$ cat src/rtl/stopwatch_pkg.sv
// stopwatch_pkg: state encoding, key priority indices and width helpers
// shared by the stopwatch control path.
package stopwatch_pkg;

    typedef enum logic [1:0] {
        IDLE  = 2'b00,
        RUN   = 2'b01,
        PAUSE = 2'b10,
        HALT  = 2'b11
    } sw_state_t;

    // Lower index wins when several presses land in one cycle.
    localparam int ZERO = 0;
    localparam int PAS  = 1;
    localparam int STR  = 2;
    localparam int LAP  = 3;
    localparam int NKEY = 4;

    function automatic int div_width(input int tick_div);
        return (tick_div > 2) ? $clog2(tick_div) : 1;
    endfunction

    function automatic int db_width(input int db_cycles);
        return (db_cycles > 1) ? $clog2(db_cycles + 1) : 1;
    endfunction

endpackage

$ cat src/rtl/stopwatch_ctrl_if.sv
// stopwatch_ctrl_if: raw keys and counter value in, strobes, state and
// display value out.
interface stopwatch_ctrl_if;
    import stopwatch_pkg::*;

    logic       str_n;
    logic       pas_n;
    logic       zero_n;
    logic       lap_n;
    logic [7:0] cnt;
    logic       cnt_en;
    logic       cnt_clr;
    logic       ovf;
    sw_state_t  state;
    logic       run;
    logic [7:0] disp;

    modport master (
        input  str_n, pas_n, zero_n, lap_n, cnt,
        output cnt_en, cnt_clr, ovf, state, run, disp
    );

    modport slave (
        output str_n, pas_n, zero_n, lap_n, cnt,
        input  cnt_en, cnt_clr, ovf, state, run, disp
    );

endinterface

$ cat src/rtl/key_debounce.sv
// key_debounce: 2-FF synchroniser, stability counter and a one-cycle
// pulse on an accepted press (1->0) of an active-low key.
module key_debounce
    import stopwatch_pkg::*;
#(
    parameter int DB_CYCLES = 500000
) (
    input  logic clk,
    input  logic clr,
    input  logic key_n,
    output logic press
);
    localparam int W = db_width(DB_CYCLES);

    logic         s1;
    logic         s2;
    logic         stable;
    logic [W-1:0] ctr;

    always_ff @(posedge clk) begin
        if (clr) begin
            s1     <= 1'b1;
            s2     <= 1'b1;
            stable <= 1'b1;
            ctr    <= '0;
            press  <= 1'b0;
        end else begin
            s1    <= key_n;
            s2    <= s1;
            press <= 1'b0;
            if (s2 == stable) begin
                ctr <= '0;
            end else if (ctr == W'(DB_CYCLES - 1)) begin
                stable <= s2;
                ctr    <= '0;
                press  <= ~s2;
            end else begin
                ctr <= ctr + W'(1);
            end
        end
    end

endmodule

$ cat src/rtl/stopwatch_ctrl.sv
// stopwatch_ctrl: key debounce, count tick and IDLE/RUN/PAUSE/HALT sequencer.
// Optional lap hold display is enabled by defining STOPWATCH_LAP_HOLD_EN.
module stopwatch_ctrl
    import stopwatch_pkg::*;
#(
    parameter int TICK_DIV  = 50000000,
    parameter int DB_CYCLES = 500000,
    parameter int MAX_COUNT = 99,
    parameter int WRAP      = 1
) (
    input logic              clk,
    input logic              clr,
    stopwatch_ctrl_if.master sw
);
    localparam int            DW       = div_width(TICK_DIV);
    localparam logic [DW-1:0] DIV_LAST = DW'(TICK_DIV - 1);
    localparam logic [7:0]    CNT_LAST = 8'(MAX_COUNT);

    sw_state_t       state;
    logic [DW-1:0]   div;
    logic [NKEY-1:0] press;
    logic [NKEY-1:0] sel;
    logic            cnt_en;
    logic            cnt_clr;
    logic            ovf;
    logic            tick;
    logic            at_max;
    logic            halting;

    key_debounce #(.DB_CYCLES(DB_CYCLES)) u_zero (
        .clk(clk), .clr(clr), .key_n(sw.zero_n), .press(press[ZERO])
    );
    key_debounce #(.DB_CYCLES(DB_CYCLES)) u_pas (
        .clk(clk), .clr(clr), .key_n(sw.pas_n), .press(press[PAS])
    );
    key_debounce #(.DB_CYCLES(DB_CYCLES)) u_str (
        .clk(clk), .clr(clr), .key_n(sw.str_n), .press(press[STR])
    );
`ifdef STOPWATCH_LAP_HOLD_EN
    key_debounce #(.DB_CYCLES(DB_CYCLES)) u_lap (
        .clk(clk), .clr(clr), .key_n(sw.lap_n), .press(press[LAP])
    );
`else
    logic unused_lap;
    assign unused_lap = sw.lap_n;
    assign press[LAP] = 1'b0;
`endif

    // Keep only the lowest set bit: the highest-priority press.
    assign sel     = press & (~press + NKEY'(1));
    assign tick    = (state == RUN) && (div == DIV_LAST);
    assign at_max  = (sw.cnt == CNT_LAST);
    assign halting = tick && at_max && (WRAP == 0);

    always_ff @(posedge clk) begin
        if (clr) begin
            state   <= IDLE;
            div     <= '0;
            cnt_en  <= 1'b0;
            cnt_clr <= 1'b0;
            ovf     <= 1'b0;
        end else begin
            cnt_en  <= 1'b0;
            cnt_clr <= 1'b0;
            ovf     <= 1'b0;
            if (state == RUN) begin
                if (tick) begin
                    div <= '0;
                    if (!at_max) begin
                        cnt_en <= 1'b1;
                    end else if (WRAP != 0) begin
                        cnt_clr <= 1'b1;
                        ovf     <= 1'b1;
                    end else begin
                        state <= HALT;
                    end
                end else begin
                    div <= div + DW'(1);
                end
            end else if (state != PAUSE) begin
                div <= '0;
            end
            // Key actions override the tick outcome where they apply.
            unique case (1'b1)
                sel[ZERO]: begin
                    state   <= IDLE;
                    div     <= '0;
                    cnt_en  <= 1'b0;
                    ovf     <= 1'b0;
                    cnt_clr <= 1'b1;
                end
                sel[PAS]: begin
                    if (state == RUN && !halting)
                        state <= PAUSE;
                end
                sel[STR]: begin
                    if (state == IDLE || state == PAUSE)
                        state <= RUN;
                end
                default: ;
            endcase
        end
    end

`ifdef STOPWATCH_LAP_HOLD_EN
    logic       hold;
    logic [7:0] held;

    always_ff @(posedge clk) begin
        if (clr) begin
            hold <= 1'b0;
            held <= '0;
        end else if (sel[ZERO]) begin
            hold <= 1'b0;
        end else if (sel[LAP] && (state == RUN || state == PAUSE)) begin
            hold <= ~hold;
            if (!hold)
                held <= sw.cnt;
        end
    end

    assign sw.disp = hold ? held : sw.cnt;
`else
    assign sw.disp = sw.cnt;
`endif

    assign sw.state   = state;
    assign sw.run     = (state == RUN);
    assign sw.cnt_en  = cnt_en;
    assign sw.cnt_clr = cnt_clr;
    assign sw.ovf     = ovf;

endmodule

$ cat src/flat_wrapper.sv
// flat-port wrapper written by rule: the top's interface ports become plain ports
module stopwatch_ctrl_flat import stopwatch_pkg::*;
#(
    parameter int TICK_DIV  = 50000000,
    parameter int DB_CYCLES = 500000,
    parameter int MAX_COUNT = 99,
    parameter int WRAP      = 1
)
  (clk, clr, sw_str_n, sw_pas_n, sw_zero_n, sw_lap_n, sw_cnt, sw_cnt_en, sw_cnt_clr, sw_ovf, sw_state, sw_run, sw_disp);
  stopwatch_ctrl_if sw_i ();
  input logic clk;
  input logic clr;
  input wire logic [$bits(sw_i.str_n)-1:0] sw_str_n;
  input wire logic [$bits(sw_i.pas_n)-1:0] sw_pas_n;
  input wire logic [$bits(sw_i.zero_n)-1:0] sw_zero_n;
  input wire logic [$bits(sw_i.lap_n)-1:0] sw_lap_n;
  input wire logic [$bits(sw_i.cnt)-1:0] sw_cnt;
  output wire logic [$bits(sw_i.cnt_en)-1:0] sw_cnt_en;
  output wire logic [$bits(sw_i.cnt_clr)-1:0] sw_cnt_clr;
  output wire logic [$bits(sw_i.ovf)-1:0] sw_ovf;
  output wire logic [$bits(sw_i.state)-1:0] sw_state;
  output wire logic [$bits(sw_i.run)-1:0] sw_run;
  output wire logic [$bits(sw_i.disp)-1:0] sw_disp;
  assign sw_i.str_n = sw_str_n;
  assign sw_i.pas_n = sw_pas_n;
  assign sw_i.zero_n = sw_zero_n;
  assign sw_i.lap_n = sw_lap_n;
  assign sw_i.cnt = sw_cnt;
  assign sw_cnt_en = sw_i.cnt_en;
  assign sw_cnt_clr = sw_i.cnt_clr;
  assign sw_ovf = sw_i.ovf;
  assign sw_state = sw_i.state;
  assign sw_run = sw_i.run;
  assign sw_disp = sw_i.disp;
  stopwatch_ctrl #(.TICK_DIV(TICK_DIV), .DB_CYCLES(DB_CYCLES), .MAX_COUNT(MAX_COUNT), .WRAP(WRAP)) u_core (.clk(clk), .clr(clr), .sw(sw_i));
endmodule
$ cat config.mk
export PLATFORM = sky130hd
export DESIGN_NAME = stopwatch_ctrl_flat
export DESIGN_NICKNAME = d
export VERILOG_FILES = /design/src/rtl/stopwatch_pkg.sv /design/src/rtl/stopwatch_ctrl_if.sv /design/src/rtl/key_debounce.sv /design/src/rtl/stopwatch_ctrl.sv /design/src/flat_wrapper.sv
export SDC_FILE = /design/constraint.sdc
export NUM_CORES = 1
export LEC_CHECK = 0
export ABC_AREA = 1
export CAP_MARGIN = 20
export CORE_ASPECT_RATIO = 2
export CORE_UTILIZATION = 55
export DETAILED_ROUTE_END_ITERATION = 6
export GPL_ROUTABILITY_DRIVEN = 1
export PLACE_DENSITY = 0.77
export SYNTH_ARGS = -nofsm -noshare
export SYNTH_HDL_FRONTEND = slang
export SYNTH_SLANG_ARGS = --single-unit
$ cat constraint.sdc
create_clock -name clk -period 2.7 [get_ports clk]
set_clock_uncertainty 0.2 [all_clocks]
set_input_delay 0.81 -clock clk [delete_from_list [all_inputs] [get_ports clk]]
set_output_delay 0.81 -clock clk [all_outputs]
set_load 0.005 [all_outputs]
==> metrics.md, run 1 <==
| Metric | Value |
|---|---|
| Status | `complete, but fails checks` |
| Failing checks | `design-rule violations` |
| Worst Path Required | `1.69 ns` |
| Crit Path Class | `input pin to output port` |
| Worst Setup SP | `sw_cnt[5]` |
| Post-Syn Instances | `763` |
| CTS tree | `done` |
| Leakage | `1.96 nW` |
| Total gr overflow | `0` |
| Arr. time, crit path | `1.56 ns` |
| H-tree depth | `3` |
| Synthesized area per cell | `6.87 um2` |
| CP bufs+invs | `2` |
| Post-route DRC | `1` |
| Crit-path cells | `clkdlybuf4s50_1 -> dlygate4sd2_1` |
| CTS buffer count | `9` |
| Wirelength, routed | `11.7 mm` |
| Worst min-delay path category | `flop to flop` |
| Delay-heaviest family, CP | `buffers and inverters` |
| Cts hold-fix bufs | `0` |
| Vias in the first global route | `4749` |
| Worst Setup EP | `sw_disp[5]` |
| CP Max Fanout | `2` |
| Global Route Usage Sum | `25.0%` |
| Post-route clock period utilization | `95.1%` |
| Routed wire per std cell | `13.1 um` |
| Commonest non-fill, non-tap cell in the layout | `nand2_1` |
| Worst VDD drop | `425 uV` |
| Worst r2r path cells | `8` |
| Worst R2R End | `u_core.u_str.ctr[11]` |
| Area growth syn-to-layout | `10.8%` |
| Root Driver | `clkbuf_16` |
| Layout cells sized above 1 | `8.60%` |
| R2r setup slk | `0.69 ns` |
| Max incr delay on CP | `0.48 ns` |
| Die Height | `140 um` |
| Largest net degree at the start of global routing | `20` |
| Sequential element share of the synthesized area | `38.2%` |
| Endpoints failing hold | `0` |
| Actual slew at the worst max-slew pin | `0.470 ns` |
| Syn nets | `781` |
| Post-route ant nets | `0` |
| Worst-path clk slew | `0.06 ns` |
| Pins Over Slew Limit | `0` |
| Site Rows | `50` |
| CTS Buffer Depth | `2` |
| PnR worst setup slack | `0.132 ns` |
| DR pass1 iterations | `7` |
| Die area | `0.00995 mm2` |
| Clock Latency Late Sink | `0.35 ns` |
| Fmax | `389 MHz` |
| RSZ-0062 raised after global routing | `false` |
| Routability cong. | `0.981` |
| Crit path time final | `2.57 ns` |
| Initial antenna violation count | `0` |
| Most frequent cells in the layout | `nand2_1, nor2_1, dfxtp_1, inv_1, nand3_1` |
| Yosys warning count | `0` |
| Core area | `0.00932 mm2` |
| Fin util | `62.4%` |
| Setup Viol. Count Final | `0` |
| Post-Synthesis Cell Area | `0.00525 mm2` |
| # diodes | `0` |
| Synthesis-stage register bit count | `100` |
| CP endpoint kind | `output port` |
| Initial core utilization | `56.3%` |
| Crit-path slowest cell | `clkdlybuf4s50_1` |
| Post-CTS Setup Bufs | `0` |
| Via count | `4944` |
| Nets | `805` |
| Global-route wire length before repair | `20.1 mm` |
| Crit path depth | `2` |
| Top-level I/O count | `28` |
| Sink Count | `100` |
| Die X | `71.1 um` |
| PostCTS Resize Cnt | `8` |
| Cell Pwr Density | `472 mW/mm2` |
| IO Port Bufs | `26` |
| Critical path startpoint category | `input pin` |
| Place WS | `-0.128 ns` |
| Initial drt markers | `371` |
| DP HPWL | `8.65 mm` |
| MaxCap Viol Count | `0` |
| Unique cell type count in the Yosys netlist | `40` |
| Critical R2R Launch | `u_core.u_str.ctr[0]` |
| Vias per cell | `5.52` |
| Worst slew margin | `68.6%` |
[report_power, final]
part	switching, mW	internal, mW	total (mW)
combinational	0.0291	0.0322	0.0613
clock	0.555	0.644	1.20
sequential	0.00380	1.48	1.48
total	0.588	2.16	2.74
[flip-flops by register name (all words and copies together) (netlist names)]
name	cells
u_core.div	26
u_core.sw.ovf	1
u_core.u_pas.ctr	19
u_core.u_str.press	1
u_core.u_pas.s2	1
u_core.u_pas.stable	1
u_core.u_zero.s2	1
u_core.u_str.stable	1
u_core.u_zero.press	1
u_core.sw.cnt_clr	1
u_core.sw.cnt_en	1
u_core.u_str.ctr	19
u_core.u_str.s2	1
u_core.sw.state	2
u_core.u_str.s1	1
u_core.u_zero.stable	1
u_core.u_zero.ctr	19
u_core.u_zero.s1	1
u_core.u_pas.s1	1
u_core.u_pas.press	1
[cells by family (layout without fill, tap and decap cells)]
group	after synthesis	count (layout)	share of synthesized area, %
AOI/OAI and AO/OA	69	69	6.92
buffers and inverters	108	136	8.85
DFF	100	100	38.2
xor gates and xnor gates	24	24	4.01
adders and majority gates	4	4	0.954
and+or+nand+nor	458	458	41.1
[final cells by class]
cell class	count	area, um2
sequential	100	2000
fill	835	3510
inverter	88	330
clock buffer	11	243
clock inverter	4	26.3
timing repair buffer	33	303
tap	104	130
multi-input combinational	555	2780
[Yosys cell counts]
master | number | share of area (%)
nand2_1 | 174 | 12
nand3b_1 | 8 | 1.1
nor3b_1 | 1 | 0.14
nand2_4 | 2 | 0.43
nand4_2 | 1 | 0.24
nor4_1 | 3 | 0.36
buf_8 | 1 | 0.29
buf_4 | 8 | 1.1
o21ai_0 | 10 | 0.95
nand3_2 | 2 | 0.38
o21bai_1 | 2 | 0.29
nand3_1 | 66 | 6.3
buf_6 | 2 | 0.43
inv_1 | 83 | 5.9
and2_1 | 1 | 0.12
nor2_1 | 106 | 7.6
clkbuf_1 | 7 | 0.50
or2_2 | 14 | 1.7
or2_0 | 2 | 0.24
a221oi_1 | 1 | 0.17
xor2_1 | 15 | 2.5
clkinv_1 | 1 | 0.071
o21a_1 | 1 | 0.14
nor3_2 | 7 | 1.3
nor3_4 | 1 | 0.31
xnor2_1 | 9 | 1.5
nor2_4 | 6 | 1.3
o211ai_1 | 2 | 0.29
buf_2 | 2 | 0.19
a21oi_1 | 52 | 5.0
inv_2 | 4 | 0.29
dfxtp_1 | 100 | 38
nor2_2 | 2 | 0.24
a31oi_1 | 1 | 0.12
nand4_1 | 26 | 3.1
nor4_2 | 1 | 0.24
nand2_2 | 7 | 0.83
ha_1 | 4 | 0.95
nor3_1 | 27 | 2.6
or2_1 | 1 | 0.12
[layer usage]
layer	vias to the layer above	part of all wire (%)	wire, um	track usage, %
met2	117	55	6430	47.7
met3	38	2.9	345	3.31
met4	0	3.9	455	14.3
met5	-	0	0	0
li1	2510	-	-	-
met1	2279	38	4470	25.0
[per-stage QoR]
step | hold WS [ns] | TNS [ns] | instances | cell area (um2) | total power [mW]
3_5_place_dp | 0.195 | -0.843 | 880 | 5550 | 1.58
2_1_floorplan | 0.189 | 0 | 763 | 5250 | 1.55
6_report | 0.209 | 0 | 895 | 5810 | 2.74
3_3_place_gp | 0.193 | -0.748 | 880 | 5550 | 1.58
4_1_cts | 0.209 | 0 | 895 | 5810 | 2.76
5_1_grt | 0.224 | 0 | 895 | 5810 | 2.82
[how the worst min path moves through the flow]
stage / slack [ns] / from / end / depth (start not counted)
floorplan: 0.19 / u_core.u_pas.s1 / u_core.u_pas.s2 / 1
global placement: 0.19 / u_core.u_str.s1 / u_core.u_str.s2 / 1
detailed placement: 0.19 / u_core.u_pas.s1 / u_core.u_pas.s2 / 1
CTS: 0.21 / u_core.u_pas.s1 / u_core.u_pas.s2 / 1
global route: 0.22 / u_core.u_str.s1 / u_core.u_str.s2 / 1
finish: 0.21 / u_core.u_pas.s1 / u_core.u_pas.s2 / 1
No activity file was read; power rests on OpenSTA's default activity.
==> run 2: changes to the inputs <==
MAX_ROUTING_LAYER = met4   (was unset)
==> run 2 against run 1 <==
Against the previous run:
- the run still ends with design-rule violations left
- final cell count shrank 0.11%
- setup slack better by 0.030 ns
- core utilization up 0.60 points
- fmax grew 1.2%
- critical path type unchanged
- largest power group unchanged
==> metrics.md, run 2 (synthesized netlist as in run 1, its figures left out) <==
| Metric | Value |
|---|---|
| Status | `complete, but fails checks` |
| Failing checks | `design-rule violations` |
| Endpoints failing hold | `0` |
| Crit-path slowest cell | `clkdlybuf4s50_1` |
| CP endpoint kind | `output port` |
| Worst-path clk slew | `0.07 ns` |
| Routability cong. | `0.965` |
| Global-route wire length before repair | `20.0 mm` |
| Crit-path cells | `clkdlybuf4s50_1 -> dlygate4sd2_1` |
| Vias in the first global route | `4672` |
| Worst R2R End | `u_core.u_str.ctr[13]` |
| DR pass1 iterations | `7` |
| Arr. time, crit path | `1.53 ns` |
| PostCTS Resize Cnt | `8` |
| Initial core utilization | `56.3%` |
| Post-CTS Setup Bufs | `0` |
| Setup Viol. Count Final | `0` |
| Global Route Usage Sum | `25.7%` |
| Worst min-delay path category | `flop to flop` |
| Root Driver | `clkbuf_16` |
| Site Rows | `50` |
| Delay-heaviest family, CP | `buffers and inverters` |
| Die X | `71.1 um` |
| Worst VDD drop | `365 uV` |
| Routed wire per std cell | `12.9 um` |
| Wirelength, routed | `11.5 mm` |
| Initial drt markers | `371` |
| Layout cells sized above 1 | `8.61%` |
| Post-route ant nets | `0` |
| Nets | `803` |
| CP Max Fanout | `2` |
| Critical R2R Launch | `u_core.u_str.ctr[0]` |
| MaxCap Viol Count | `0` |
| CTS buffer count | `9` |
| Sink Count | `100` |
| CTS Buffer Depth | `2` |
| Worst Path Required | `1.69 ns` |
| Via count | `4935` |
| Clock Latency Late Sink | `0.35 ns` |
| Top-level I/O count | `28` |
| Initial antenna violation count | `0` |
| Crit path time final | `2.54 ns` |
| Post-route clock period utilization | `94.0%` |
| Die Height | `140 um` |
| Leakage | `1.98 nW` |
| Crit path depth | `2` |
| Hold slack | `0.212 ns` |
| Cell Area, Placed | `0.00554 mm2` |
| Post-route DRC | `1` |
| Largest register FFs | `26` |
| Crit Path Class | `input pin to output port` |
| CP bufs+invs | `2` |
| Total negative setup slack | `0 ns` |
| Reg with most FFs | `u_core.div` |
| Die area | `0.00995 mm2` |
| Largest net degree at the start of global routing | `20` |
| Max incr delay on CP | `0.48 ns` |
| Worst slew margin | `68.5%` |
| Core area | `0.00932 mm2` |
| Design area | `0.00587 mm2` |
| Pins Over Slew Limit | `0` |
| Critical path startpoint category | `input pin` |
| Cell Pwr Density | `512 mW/mm2` |
| Commonest non-fill, non-tap cell in the layout | `nand2_1` |
| IO Port Bufs | `26` |
| Worst r2r path cells | `8` |
| Most frequent cells in the layout | `nand2_1, nor2_1, dfxtp_1, inv_1, nand3_1` |
| Worst Setup EP | `sw_disp[4]` |
| RSZ-0062 raised after global routing | `false` |
| H-tree depth | `3` |
| Actual slew at the worst max-slew pin | `0.472 ns` |
| Fmax | `394 MHz` |
| Vias per cell | `5.52` |
| Total gr overflow | `0` |
| # diodes | `0` |
| Worst Setup SP | `sw_cnt[4]` |
| DP HPWL | `8.61 mm` |
| Area growth syn-to-layout | `11.9%` |
| Cts hold-fix bufs | `0` |
| R2r setup slk | `0.68 ns` |
| CTS tree | `done` |
==> run 2: cell types whose count changed in the layout (fill, tap and decap cells not counted) <==
cell        before  now
buf_4            7    5
bufinv_16        0    3
clkbuf_1         1    0
clkbuf_8         1    0
clkinv_4         1    0
clkinvlp_4       1    2
==> run 2: where the power goes <==
group | internal (mW) | switching [mW]
combinational | 0.0303 | 0.0283
clock | 0.902 | 0.561
sequential | 1.48 | 0.00390
total | 2.41 | 0.593
==> run 2: worst min path at each step <==
stage	from	to	slack, ns	cells after the start
final	u_core.u_pas.s1	u_core.u_pas.s2	0.21	1
after global routing	u_core.u_pas.s1	u_core.u_pas.s2	0.23	1
after CTS	u_core.u_pas.s1	u_core.u_pas.s2	0.21	1
after detailed placement	u_core.u_pas.s1	u_core.u_pas.s2	0.20	1
after global placement	u_core.u_pas.s1	u_core.u_pas.s2	0.19	1
after floorplan	u_core.u_pas.s1	u_core.u_pas.s2	0.19	1
==> run 2: stage by stage <==
| stage | worst slack [ns] | total power, mW | cells | utilization (%) |
|---|---|---|---|---|
| 6_report | 0.161 | 3.00 | 894 | 63.0 |
| 5_1_grt | 0.121 | 3.10 | 894 | 63.0 |
| 4_1_cts | 0.157 | 3.02 | 894 | 63.0 |
| 3_5_place_dp | -0.111 | 1.58 | 878 | 59.4 |
| 3_3_place_gp | -0.101 | 1.58 | 878 | 59.4 |
| 2_1_floorplan | 0.769 | 1.55 | 763 | - |
==> run 2: final cells by class <==
type                    count  area [um2]
repair buffers             31         288
flip-flops and latches    100        2000
multi-input cells         555        2780
well taps                 104         130
fillers                   826        3450
inverters                  88         330
clock buffers               9         225
clock inverters             7         115
==> run 2: routing by layer <==
| layer | wire length (um) | vias up | global-route usage [%] |
|---|---|---|---|
| met2 | 6400 | 124 | 46.6 |
| met4 | 437 | 0 | 14.3 |
| met5 | 0 | - | - |
| met1 | 4390 | 2255 | 26.1 |
| met3 | 292 | 45 | 3.02 |
| li1 | - | 2511 | - |
==> run 2: worst register-to-register path, stage by stage (launching register included) <==
cell	delay [ns]
dfxtp_1	0.38
ha_1	0.27
nand2_1	0.09
inv_2	0.04
nand2_2	0.09
inv_1	0.05
nand4_1	0.19
nand3_2	0.35
nor3_1	0.28
==> run 3: changes to the inputs <==
==> constraint.sdc (replaced) <==
create_clock -name clk -period 2.9 [get_ports clk]
set_clock_uncertainty 0.2 [all_clocks]
set_input_delay 0.725 -clock clk [delete_from_list [all_inputs] [get_ports clk]]
set_output_delay 0.725 -clock clk [all_outputs]
set_load 0.005 [all_outputs]
==> run 3 against run 2 <==
Against the previous run:
- the flow still finishes with violations (design-rule violations)
- die area unchanged
- final cell count down 0.34%
- sequential power down 7%
- total power down 3.2%
- combinational power down 1%
- largest power group is now the clock network
- non-clock buffer count down 2
- core utilization up 0.30 points
- count of clock-buffer cells in the layout up 2
- routed wire length up 0.68%
- design area up 0.47%
- global-route usage up 0.095 points
==> metrics.md, run 3 (synthesized netlist as in run 1, its figures left out) <==
| Metric | Value |
|---|---|
| Initial antenna violation count | `0` |
| Setup Viol. Count Final | `0` |
| CTS buffer count | `9` |
| Endpoints failing hold | `0` |
| Site Rows | `50` |
| # diodes | `0` |
| Reg with most FFs | `u_core.div` |
| Leakage | `1.98 nW` |
| Crit Path Class | `input pin to output port` |
| MaxCap Viol Count | `0` |
| Routed wire per std cell | `13.0 um` |
| Commonest non-fill, non-tap cell in the layout | `nand2_1` |
| Worst-path clk slew | `0.06 ns` |
| Die Height | `140 um` |
| Critical Path Most Common Cell | `clkdlybuf4s50_1` |
| CTS Buffer Depth | `2` |
| Largest net degree at the start of global routing | `27` |
| Die area | `0.00995 mm2` |
| Wirelength, routed | `11.6 mm` |
| Core area | `0.00932 mm2` |
| Cell Pwr Density | `493 mW/mm2` |
| CP Max Fanout | `2` |
| Status | `complete, but fails checks` |
| Top-level I/O count | `28` |
| Worst min-delay path category | `flop to flop` |
| Routability cong. | `0.949` |
| CP bufs+invs | `2` |
| Crit-path cells | `clkdlybuf4s50_1 -> clkdlybuf4s50_1` |
| Crit-path slowest cell | `clkdlybuf4s50_1` |
| Via count | `4918` |
| Vias in the first global route | `4783` |
| Worst Path Required | `1.98 ns` |
| Initial drt markers | `296` |
| Place WS | `0.244 ns` |
| DP HPWL | `8.67 mm` |
| Actual slew at the worst max-slew pin | `0.746 ns` |
| PnR worst setup slack | `0.242 ns` |
| Sink Count | `100` |
| Vias per cell | `5.52` |
| Crit path time final | `2.66 ns` |
| Area growth syn-to-layout | `12.4%` |
| Initial core utilization | `56.3%` |
| Total gr overflow | `0` |
| Post-route ant nets | `0` |
| Fmax | `376 MHz` |
| Cts hold-fix bufs | `0` |
| Global-route wire length before repair | `20.0 mm` |
| H-tree depth | `3` |
| Total negative setup slack | `0 ns` |
| RSZ-0062 raised after global routing | `false` |
| Worst slew margin | `49.9%` |
| Post-route clock period utilization | `91.6%` |
| Critical path startpoint category | `input pin` |
| Largest register FFs | `26` |
| Post-CTS Setup Bufs | `0` |
| Layout cells sized above 1 | `8.26%` |
| Clock Latency Late Sink | `0.34 ns` |
| DR pass1 iterations | `7` |
| Most frequent cells in the layout | `nand2_1, nor2_1, dfxtp_1, inv_1, nand3_1` |
| CP endpoint kind | `output port` |
| Post-route DRC | `1` |
| Max incr delay on CP | `0.51 ns` |
| Arr. time, crit path | `1.73 ns` |
| Tot Pwr | `2.91 mW` |
| Root Driver | `clkbuf_16` |
| PostCTS Resize Cnt | `0` |
| Failing checks | `design-rule violations` |
| Fillers | `836` |
| Delay-heaviest family, CP | `buffers and inverters` |
| CTS tree | `done` |
| IO Port Bufs | `26` |
| Nets | `801` |
| Die X | `71.1 um` |
| Worst VDD drop | `456 uV` |
| Pins Over Slew Limit | `0` |
| Global Route Usage Sum | `25.8%` |
[run 3: changes by cell type in the layout (fill, tap and decap cells not counted), sizes merged]
cell and change:
clkdlybuf4s50 +8, dlygate4sd2 -8, bufinv +1, clkbuf +2
buf -2, clkinv -2, clkinvlp -2
[run 3: per-stage QoR]
stage,instances,util [%],hold WS [ns],cell area (um2)
floorplan,763,-,0.189,5250
global placement,876,59.3,0.193,5520
detailed placement,876,59.3,0.196,5520
CTS,891,63.3,0.211,5900
global route,891,63.3,0.224,5900
finish,891,63.3,0.210,5900
[run 3: final timing paths]
check                            from  cells after the start  slack (ns)              endpoint
setup / recovery            sw_cnt[7]                      2        0.24            sw_disp[7]
hold / removal        u_core.u_pas.s1                      1        0.21       u_core.u_pas.s2
setup reg to reg  u_core.u_str.ctr[0]                      8        0.88  u_core.u_str.ctr[11]
hold reg to reg       u_core.u_pas.s1                      1        0.21       u_core.u_pas.s2
[run 3: power breakdown]
group | internal (mW) | switching, mW | leakage (nW)
combinational | 0.0314 | 0.0264 | 0.988
sequential | 1.38 | 0.00362 | 0.807
clock | 0.972 | 0.497 | 0.182
total | 2.38 | 0.527 | 1.98
[run 3: final cells by class]
class | instances | area (um2) | area share, %
inverter | 88 | 330 | 5.60
multi-input combinational | 555 | 2780 | 47.1
clock buffer | 11 | 253 | 4.29
timing repair buffer | 29 | 283 | 4.80
tap | 104 | 130 | 2.21
clock inverter | 4 | 120 | 2.04
sequential | 100 | 2000 | 33.9
[run 3: worst reg2reg max path, cell delays in order (launching register included)]
cell,delay [ns]
dfxtp_1,0.38
ha_1,0.27
nand2_1,0.09
inv_2,0.04
nand2_2,0.10
inv_1,0.05
nand4_1,0.19
nand3_2,0.35
nor3b_1,0.27
[run 3: layer usage]
layer	track usage [%]	part of all wire [%]	up-vias
li1	-	-	2512
met1	24.5	38	2279
met2	48.9	56	97
met3	4.60	2.7	30
met4	11.5	3.0	0
met5	-	0	-
